## config.mk

```make
export PLATFORM = sky130hd
export DESIGN_NAME = vip_frame_ctrl_flat
export DESIGN_NICKNAME = d
export VERILOG_FILES = /design/src/rtl/vip_frame_ctrl_if.sv /design/src/rtl/vip_frame_ctrl.sv /design/src/flat_wrapper.sv
export SDC_FILE = /design/constraint.sdc
export NUM_CORES = 1
export LEC_CHECK = 0
export CORE_AREA = 10 10 231 233
export DETAILED_ROUTE_END_ITERATION = 7
export DIE_AREA = 0 0 241 243
export GPL_TIMING_DRIVEN = 0
export PLACE_DENSITY_LB_ADDON = 0.2
export RECOVER_POWER = 50
export SLEW_MARGIN = 10
export SYNTH_ARGS = -nofsm -noshare
export SYNTH_HDL_FRONTEND = slang
export SYNTH_SLANG_ARGS = --single-unit
export TNS_END_PERCENT = 100
```

## constraint.sdc

```tcl
create_clock -name clock -period 5.7 [get_ports clock]
set_input_delay 1.14 -clock clock [delete_from_list [all_inputs] [get_ports clock]]
set_output_delay 1.14 -clock clock [all_outputs]
set_load 0.005 [all_outputs]
```

## src/rtl/vip_frame_ctrl_if.sv

```systemverilog
// Bus bundle between the frame controller and its source RAM, the core's
// input/output FIFOs and the result RAM.
interface vip_frame_ctrl_if #(
  parameter int DWIDTH         = 32,
  parameter int NUM_CHANNEL_IN = 8,
  parameter int AW             = 12
) ();
  logic [AW-1:0]                    src_addr;
  logic                             src_rden;
  logic [NUM_CHANNEL_IN*DWIDTH-1:0] src_rdata;
  logic [NUM_CHANNEL_IN*DWIDTH-1:0] fifo_in_data;
  logic                             fifo_in_wrreq;
  logic                             fifo_in_full;
  logic [DWIDTH:0]                  fifo_out_data;
  logic                             fifo_out_rdreq;
  logic                             fifo_out_empty;
  logic [AW-1:0]                    dst_addr;
  logic                             dst_wren;
  logic [DWIDTH:0]                  dst_wdata;

  modport master (
    output src_addr, src_rden, fifo_in_data, fifo_in_wrreq,
           fifo_out_rdreq, dst_addr, dst_wren, dst_wdata,
    input  src_rdata, fifo_in_full, fifo_out_data, fifo_out_empty
  );

  modport slave (
    input  src_addr, src_rden, fifo_in_data, fifo_in_wrreq,
           fifo_out_rdreq, dst_addr, dst_wren, dst_wdata,
    output src_rdata, fifo_in_full, fifo_out_data, fifo_out_empty
  );
endinterface

```

## src/rtl/vip_frame_ctrl.sv

```systemverilog
// Frame controller: streams one frame from source RAM into the core's input
// FIFO while concurrently draining core results into the result RAM.
module vip_frame_ctrl #(
  parameter int DWIDTH         = 32,
  parameter int NUM_CHANNEL_IN = 8,
  parameter int WIDTH          = 56,
  parameter int HEIGHT         = 56,
  parameter int OUT_COUNT      = WIDTH*HEIGHT,
  parameter int AW             = 12
) (
  input  logic clock,
  input  logic reset,
  input  logic start,
  output logic busy,
  output logic done,
  vip_frame_ctrl_if.master bus
);

  localparam int         PIX   = WIDTH*HEIGHT;
  localparam logic [AW:0] PIX_C = PIX[AW:0];
  localparam logic [AW:0] OUT_C = OUT_COUNT[AW:0];
  localparam logic [AW:0] ONE   = 1;

  typedef enum logic [1:0] {IDLE, RUN, DONE} state_t;

  state_t        state, state_nxt;
  logic [AW:0]   rd_cnt, feed_cnt, req_cnt, drain_cnt;
  logic [AW-1:0] src_addr_q;
  logic          rden_q, wrreq_q, rdreq_q, wren_q;
  logic          feed_last, drain_last;

  always_ff @(posedge clock) begin
    if (reset) state <= IDLE;
    else       state <= state_nxt;
  end

  // Look ahead by the write in flight so done follows the last write by one cycle.
  always_comb begin
    state_nxt  = state;
    feed_last  = (feed_cnt + (wrreq_q ? ONE : '0)) == PIX_C;
    drain_last = (drain_cnt + (wren_q ? ONE : '0)) == OUT_C;
    case (state)
      IDLE:    if (start) state_nxt = RUN;
      RUN:     if (feed_last && drain_last) state_nxt = DONE;
      DONE:    state_nxt = IDLE;
      default: state_nxt = IDLE;
    endcase
  end

  always_ff @(posedge clock) begin
    if (reset) begin
      rd_cnt     <= '0;
      feed_cnt   <= '0;
      req_cnt    <= '0;
      drain_cnt  <= '0;
      src_addr_q <= '0;
      rden_q     <= 1'b0;
      wrreq_q    <= 1'b0;
      rdreq_q    <= 1'b0;
      wren_q     <= 1'b0;
    end else begin
      rden_q  <= 1'b0;
      rdreq_q <= 1'b0;
      wrreq_q <= rden_q;
      wren_q  <= rdreq_q;
      if (state == IDLE) begin
        rd_cnt    <= '0;
        feed_cnt  <= '0;
        req_cnt   <= '0;
        drain_cnt <= '0;
      end else begin
        if (state == RUN && !bus.fifo_in_full && rd_cnt < PIX_C) begin
          rden_q     <= 1'b1;
          src_addr_q <= rd_cnt[AW-1:0];
          rd_cnt     <= rd_cnt + ONE;
        end
        if (wrreq_q) feed_cnt <= feed_cnt + ONE;
        if (state == RUN && !bus.fifo_out_empty && req_cnt < OUT_C) begin
          rdreq_q <= 1'b1;
          req_cnt <= req_cnt + ONE;
        end
        if (wren_q) drain_cnt <= drain_cnt + ONE;
      end
    end
  end

  // RAM and FIFO read data already lag their strobes by one cycle, so the
  // delayed write strobes line up with them without another data register.
  assign bus.src_addr       = src_addr_q;
  assign bus.src_rden       = rden_q;
  assign bus.fifo_in_wrreq  = wrreq_q;
  assign bus.fifo_in_data   = wrreq_q ? bus.src_rdata : '0;
  assign bus.fifo_out_rdreq = rdreq_q;
  assign bus.dst_wren       = wren_q;
  assign bus.dst_addr       = drain_cnt[AW-1:0];
  assign bus.dst_wdata      = wren_q ? bus.fifo_out_data : '0;
  assign busy               = (state == RUN);
  assign done               = (state == DONE);

endmodule

```

## src/flat_wrapper.sv

```systemverilog
// flat-port wrapper written by rule: the top's interface ports become plain ports
module vip_frame_ctrl_flat 
#(
  parameter int DWIDTH         = 32,
  parameter int NUM_CHANNEL_IN = 8,
  parameter int WIDTH          = 56,
  parameter int HEIGHT         = 56,
  parameter int OUT_COUNT      = WIDTH*HEIGHT,
  parameter int AW             = 12
)
  (clock, reset, start, busy, done, bus_src_addr, bus_src_rden, bus_fifo_in_data, bus_fifo_in_wrreq, bus_fifo_out_rdreq, bus_dst_addr, bus_dst_wren, bus_dst_wdata, bus_src_rdata, bus_fifo_in_full, bus_fifo_out_data, bus_fifo_out_empty);
  vip_frame_ctrl_if #(.DWIDTH(DWIDTH), .NUM_CHANNEL_IN(NUM_CHANNEL_IN), .AW(AW)) bus_i ();
  input  logic clock;
  input  logic reset;
  input  logic start;
  output logic busy;
  output logic done;
  output wire logic [$bits(bus_i.src_addr)-1:0] bus_src_addr;
  output wire logic [$bits(bus_i.src_rden)-1:0] bus_src_rden;
  output wire logic [$bits(bus_i.fifo_in_data)-1:0] bus_fifo_in_data;
  output wire logic [$bits(bus_i.fifo_in_wrreq)-1:0] bus_fifo_in_wrreq;
  output wire logic [$bits(bus_i.fifo_out_rdreq)-1:0] bus_fifo_out_rdreq;
  output wire logic [$bits(bus_i.dst_addr)-1:0] bus_dst_addr;
  output wire logic [$bits(bus_i.dst_wren)-1:0] bus_dst_wren;
  output wire logic [$bits(bus_i.dst_wdata)-1:0] bus_dst_wdata;
  input wire logic [$bits(bus_i.src_rdata)-1:0] bus_src_rdata;
  input wire logic [$bits(bus_i.fifo_in_full)-1:0] bus_fifo_in_full;
  input wire logic [$bits(bus_i.fifo_out_data)-1:0] bus_fifo_out_data;
  input wire logic [$bits(bus_i.fifo_out_empty)-1:0] bus_fifo_out_empty;
  assign bus_src_addr = bus_i.src_addr;
  assign bus_src_rden = bus_i.src_rden;
  assign bus_fifo_in_data = bus_i.fifo_in_data;
  assign bus_fifo_in_wrreq = bus_i.fifo_in_wrreq;
  assign bus_fifo_out_rdreq = bus_i.fifo_out_rdreq;
  assign bus_dst_addr = bus_i.dst_addr;
  assign bus_dst_wren = bus_i.dst_wren;
  assign bus_dst_wdata = bus_i.dst_wdata;
  assign bus_i.src_rdata = bus_src_rdata;
  assign bus_i.fifo_in_full = bus_fifo_in_full;
  assign bus_i.fifo_out_data = bus_fifo_out_data;
  assign bus_i.fifo_out_empty = bus_fifo_out_empty;
  vip_frame_ctrl #(.DWIDTH(DWIDTH), .NUM_CHANNEL_IN(NUM_CHANNEL_IN), .WIDTH(WIDTH), .HEIGHT(HEIGHT), .OUT_COUNT(OUT_COUNT), .AW(AW)) u_core (.clock(clock), .reset(reset), .start(start), .busy(busy), .done(done), .bus(bus_i));
endmodule
```

# ---- After elaboration in Yosys (flattened, before gate mapping)
# Cells that the tools add are included.
dict set report word_totals {
  reg_bits 70
  latch_bits 0
  ram_bits 0
  rom_bits 0
  in_bits 294
  out_inout_bits 319
  wordCells 45
  n_memories 0
}
dict set report op_classes {
  addsub 6
  multipliers 0
  div 0
  magnitude_cmp 2
  n_eq_ne 6
  shifts 0
  mux 9
  n_bitwise 1
  n_reduce_logical 11
}
# operator count
set op_table {}
lappend op_table {{$mux W256} 1}
lappend op_table {{$add A13 B1 Y13 const B} 4}
lappend op_table {{$mux W33} 1}
lappend op_table {{$add A13 B13 Y13} 2}
lappend op_table {{$eq A13 B12 Y1 const B} 2}
lappend op_table {{$lt A13 B12 Y1 const B} 2}
lappend op_table {{$logic_and A1 B1 Y1} 5}
lappend op_table {{$mux W1} 4}
lappend op_table {{$mux W2} 2}
lappend op_table {{$pmux W2 S2} 1}
lappend op_table {{$reduce_and A2 Y1} 2}
lappend op_table {{$eq A2 B1 Y1 const B} 1}
lappend op_table {{$eq A2 B2 Y1 const B} 1}
lappend op_table {{$logic_not A1 Y1} 2}
lappend op_table {{$logic_not A2 Y1} 1}
lappend op_table {{$ne A2 B1 Y1 const B} 1}
lappend op_table {{$ne A2 B2 Y1 const B} 1}
lappend op_table {{$reduce_or A2 Y1} 1}
lappend op_table {{$not A1 Y1} 1}

# ---- Longest topological paths before layout
dict set report logic_depth {
  depth_word 6
  depth_mapped 8
  depth_no_buf 8
}

# ---- Worst setup path before layout
# No wires, ideal clock.
dict set report synth_timing {
  path_kind {input to register}
  from {input port bus_fifo_in_full}
  to {register u_core.rd_cnt[7]}
  setup_time_ns 0.128
  arrival_ns 2.484
  slack_ns 3.089
  stages 7
  cell_sequence {or4b_4 -> a31oi_1 -> buf_4 -> and4_4 -> nand3_1 -> xor2_1 -> nor2_1}
}
dict set report synth_via {
  elab_chain_len 3
}
# item line_no
set synth_rtl {}
lappend synth_rtl {{start: declaration} flat_wrapper.sv:27} ;# input wire logic [$bits(bus_i.fifo_in_full)-1:0] bus_fifo_in_full;
lappend synth_rtl {{$logic_not A1 Y1} vip_frame_ctrl.sv:72} ;# if (state == RUN && !bus.fifo_in_full && rd_cnt < PIX_C) begin
lappend synth_rtl {{$logic_and A1 B1 Y1 (2 in series)} vip_frame_ctrl.sv:72}
lappend synth_rtl {{end signal: assignment} vip_frame_ctrl.sv:75} ;# rd_cnt <= rd_cnt + ONE;
lappend synth_rtl {{end: declaration} vip_frame_ctrl.sv:27} ;# logic [AW:0] rd_cnt, feed_cnt, req_cnt, drain_cnt;
# Every way passes these cells.
# A chain may end at the register's enable or synchronous reset.

# ---- Final worst setup path
dict set report layout_timing {
  from {register u_core.wrreq_q, in the netlist u_core.bus.fifo_in_wrreq}
  to {output port bus_fifo_in_data[59]}
}
dict set report layout_via {
  elab_chain_len 1
}
# item line_no
set layout_rtl {}
lappend layout_rtl {{start: declaration} vip_frame_ctrl.sv:29} ;# logic rden_q, wrreq_q, rdreq_q, wren_q;
lappend layout_rtl {{start signal: assignment} vip_frame_ctrl.sv:64} ;# wrreq_q <= rden_q;
lappend layout_rtl {{$mux W256} vip_frame_ctrl.sv:92} ;# assign bus.fifo_in_data = wrreq_q ? bus.src_rdata : '0;
lappend layout_rtl {{end: declaration} flat_wrapper.sv:20} ;# output wire logic [$bits(bus_i.fifo_in_data)-1:0] bus_fifo_in_data;
# Every way passes these cells.

==> results.md <==
* Commonest cells after routing, fill and taps aside: 541 x clkdlybuf4s50_1, 242 x and2_1, 71 x nor2_1, 70 x dlygate4sd3_1, 70 x dfxtp_1
* Max Cap Viol at 0
* Die ar. at 58,560 µm²
* Die height at 243 µm
* Met3 WL at 5.222 mm
* Via count at roughly 7,000
* WL met2 at 25.68 mm
* Total CTS buffers at 9
* Fin Setup TNS at 0 ns
* FMAX at 231.9 MHz
* Nets at about 1,600
* Clock Path Buffers at 2
* Synth area leader: and2_1
* Worst skew pair latency at 0.34 ns
* Initial core utilization at 10.85%
* Crit Path Category: reg2out
* Wl on met1 at ~21 mm
* Commonest non-fill, non-tap cell in the layout: clkdlybuf4s50_1
* Core footprint at 48,650 µm²
* Worst hold path class: reg2reg
* Worst-margin pin slew at approximately 0.74 ns
* Max incr delay on CP at 0.60 ns
* Worst Path Arrival at 3.17 ns
* Gates resized, CTS repair at 0
* Crit start category: register
* Syn nets at approximately 1,000
* Grt total ovfl at 0
* Top cells by area, synth: and2_1 34%, dfxtp_1 27%, xor2_1 5.1%, nor2_1 5.0%, mux2i_1 3.4%
* Yosys top cell area share at 34.37%
* Clock root buffer: clkbuf_16
* Yosys warning count at 0
* Gpl congestion at between 0.9 and 1
* Worst Path Buf+Inv at 4
* I/O Pins at between 600 and 700
* Hold Buf Count CTS at 0
* Final setup vio count at 0
* Crit share post-route at 75.64%
* CP Cell Sequence: clkbuf_1 -> clkbuf_1 -> clkbuf_1 -> and2_1 -> clkdlybuf4s50_1
* RSZ-0062 raised after global routing: false
* H-tree levels at 3
* Fill cell count at ~5,400
* WL per Instance at 26.56 µm
* Worst hold slack at about 0.43 ns
* Row Count at ~80
* Final core utilization at between 20% and 30%
* CP Max Fanout at 10
* Finished Layout Cells at 1,970
* Clock sinks at 70
* Sequential-to-total area share from yosys stat at 26.55%
* Die W at around 240 µm
* Worst path slowest cell: clkdlybuf4s50_1
* Share of cells above drive strength 1 at 2.244%
* DR DRC count at 0
* Post-route antenna net violation count at 0
* Highest routed layer: met5
* Via/cell ratio at around 3.6
* Instance count of the mapped netlist at 710
* Top FF cell, synth: dfxtp_1
* 1st-pass router iterations at 4
* Detail Placement HPWL at 48.39 mm
* Post-synth EDFFs at 0
* Max Slew Vio Count at 0
* Post-CTS Repair Setup Buffers at 0
* Inst Count DP at 1,943
* Top cell by count, worst path: clkbuf_1
* CP endpoint kind: output pin
* #FFs+latches synth at 70
* Final hold violations at 0
* PwrDens at 117.2 nW/µm²
* Input/output buffers at about 610
* TritonCTS clock tree: built
* Peak VDD IR at 0.1336 mV
* P&R area growth vs syn at 137.7%
* Drt first-iter violations at roughly 240
* Outcome: finished clean
* Static leakage at 4.718 nW
* Initial antenna violation count at 26
* Netlist cell types at 38
* Global-route wire length before repair at 67.98 mm
* Clock skew at 0.004371 ns
* Post-Syn Area at 5279 µm²
* Req. time, crit path at 4.56 ns
* Top delay family on crit path: buffers and inverters
* Syn_area_per_cell at around 7.4 µm²
* Detailed Route WL at between 50 and 60 mm
* Synth async-reset ratio at 0%
* Vias in the first global route at 7,375
* Total global-route track usage at 16.90%
* Crit path time final at 4.312 ns
* Max-slew headroom at 50.90%
* Pin count of the biggest net entering global routing at 13
* Clk slew on worst S/H paths at 0.06 ns
## power by group
part	switching [mW]	leakage [nW]	internal, mW	total, mW
registers	0.00206	0.564	0.491	0.494
logic	0.0810	3.98	0.206	0.287
clock network	0.218	0.177	0.472	0.690
## worst reg2reg max path: cells and delay by family (launching register included)
family                     cells  cell delay [ns]
and+or+nand+nor                3             1.29
adders and majority gates      2             0.52
DFF                            1             0.35
AOI/OAI and AO/OA              2             0.31
## synth_stat cells (all sizes together), types with 9 or more instances
library cell,number
mux2i,18
xnor2,16
buf,15
nand3,14
nand4,13
xor2,31
nand2,26
clkbuf,47
dfxtp,70
o21ai,10
nor2,71
a21oi,12
and3,9
and2,290
## logic make-up (layout without fill, tap and decap cells)
kind of cell,count (synthesis),after routing,synth area share [%]
AO/OA/AOI/OAI,33,33,3.674
flip-flops,70,70,26.55
buffers and inverters,67,694,5.783
AND/OR/NAND/NOR,467,467,50.89
XOR/XNOR,47,47,7.798
multiplexers,18,18,3.413
other,0,11,0
adder cells (fa/ha/maj),8,8,1.896
## final timing paths
check / startpoint / cells past startpoint / slack [ns] / endpoint
worst max-delay path: u_core.bus.fifo_in_wrreq / 5 / 1.39 / bus_fifo_in_data[59]
worst min-delay path: u_core.req_cnt[12] / 2 / 0.43 / u_core.req_cnt[12]
worst max register to register: u_core.bus.fifo_in_wrreq / 7 / 3.08 / u_core.state[0]
worst min register to register: u_core.req_cnt[12] / 2 / 0.43 / u_core.req_cnt[12]
## cell type report
type	count	area (µm²)	area share (%)
clock inverter	6	133.9	1.067
buffer	62	279.0	2.223
tap	622	778.2	6.201
inverter	5	18.77	0.1496
antenna	11	27.53	0.2193
timing repair buffer	611	6116	48.73
multi-input combinational	573	3566	28.41
clock buffer	10	229.0	1.825
sequential	70	1401	11.17
## routing by layer
metal / vias to the layer above / global-route usage [%]
li1: 3526 / -
met1: 3289 / 19.30
met2: 329 / 29.44
met3: 36 / 6.108
met4: 10 / 3.569
met5: - / 0
## metrics by stage
| step | total power, mW | instance area [µm²] | worst slack [ns] |
|---|---|---|---|
| floorplan | 0.5360 | 5279 | 3.089 |
| global placement | 0.7947 | 12170 | 1.430 |
| detailed placement | 0.7948 | 12170 | 1.497 |
| CTS | 1.494 | 12540 | 1.119 |
| global route | 1.532 | 12530 | 1.019 |
| finish | 1.471 | 12550 | 1.388 |
## registers in the layout, indices dropped and copies added (netlist names)
signal	cells
u_core.req_cnt	13
u_core.state	2
u_core.bus.fifo_in_wrreq	1
u_core.rd_cnt	13
u_core.bus.fifo_out_rdreq	1
u_core.bus.dst_wren	1
u_core.bus.src_addr	12
u_core.drain_cnt	13
u_core.feed_cnt	13
u_core.bus.src_rden	1
Note: power is estimated with default switching activity, not from simulation.
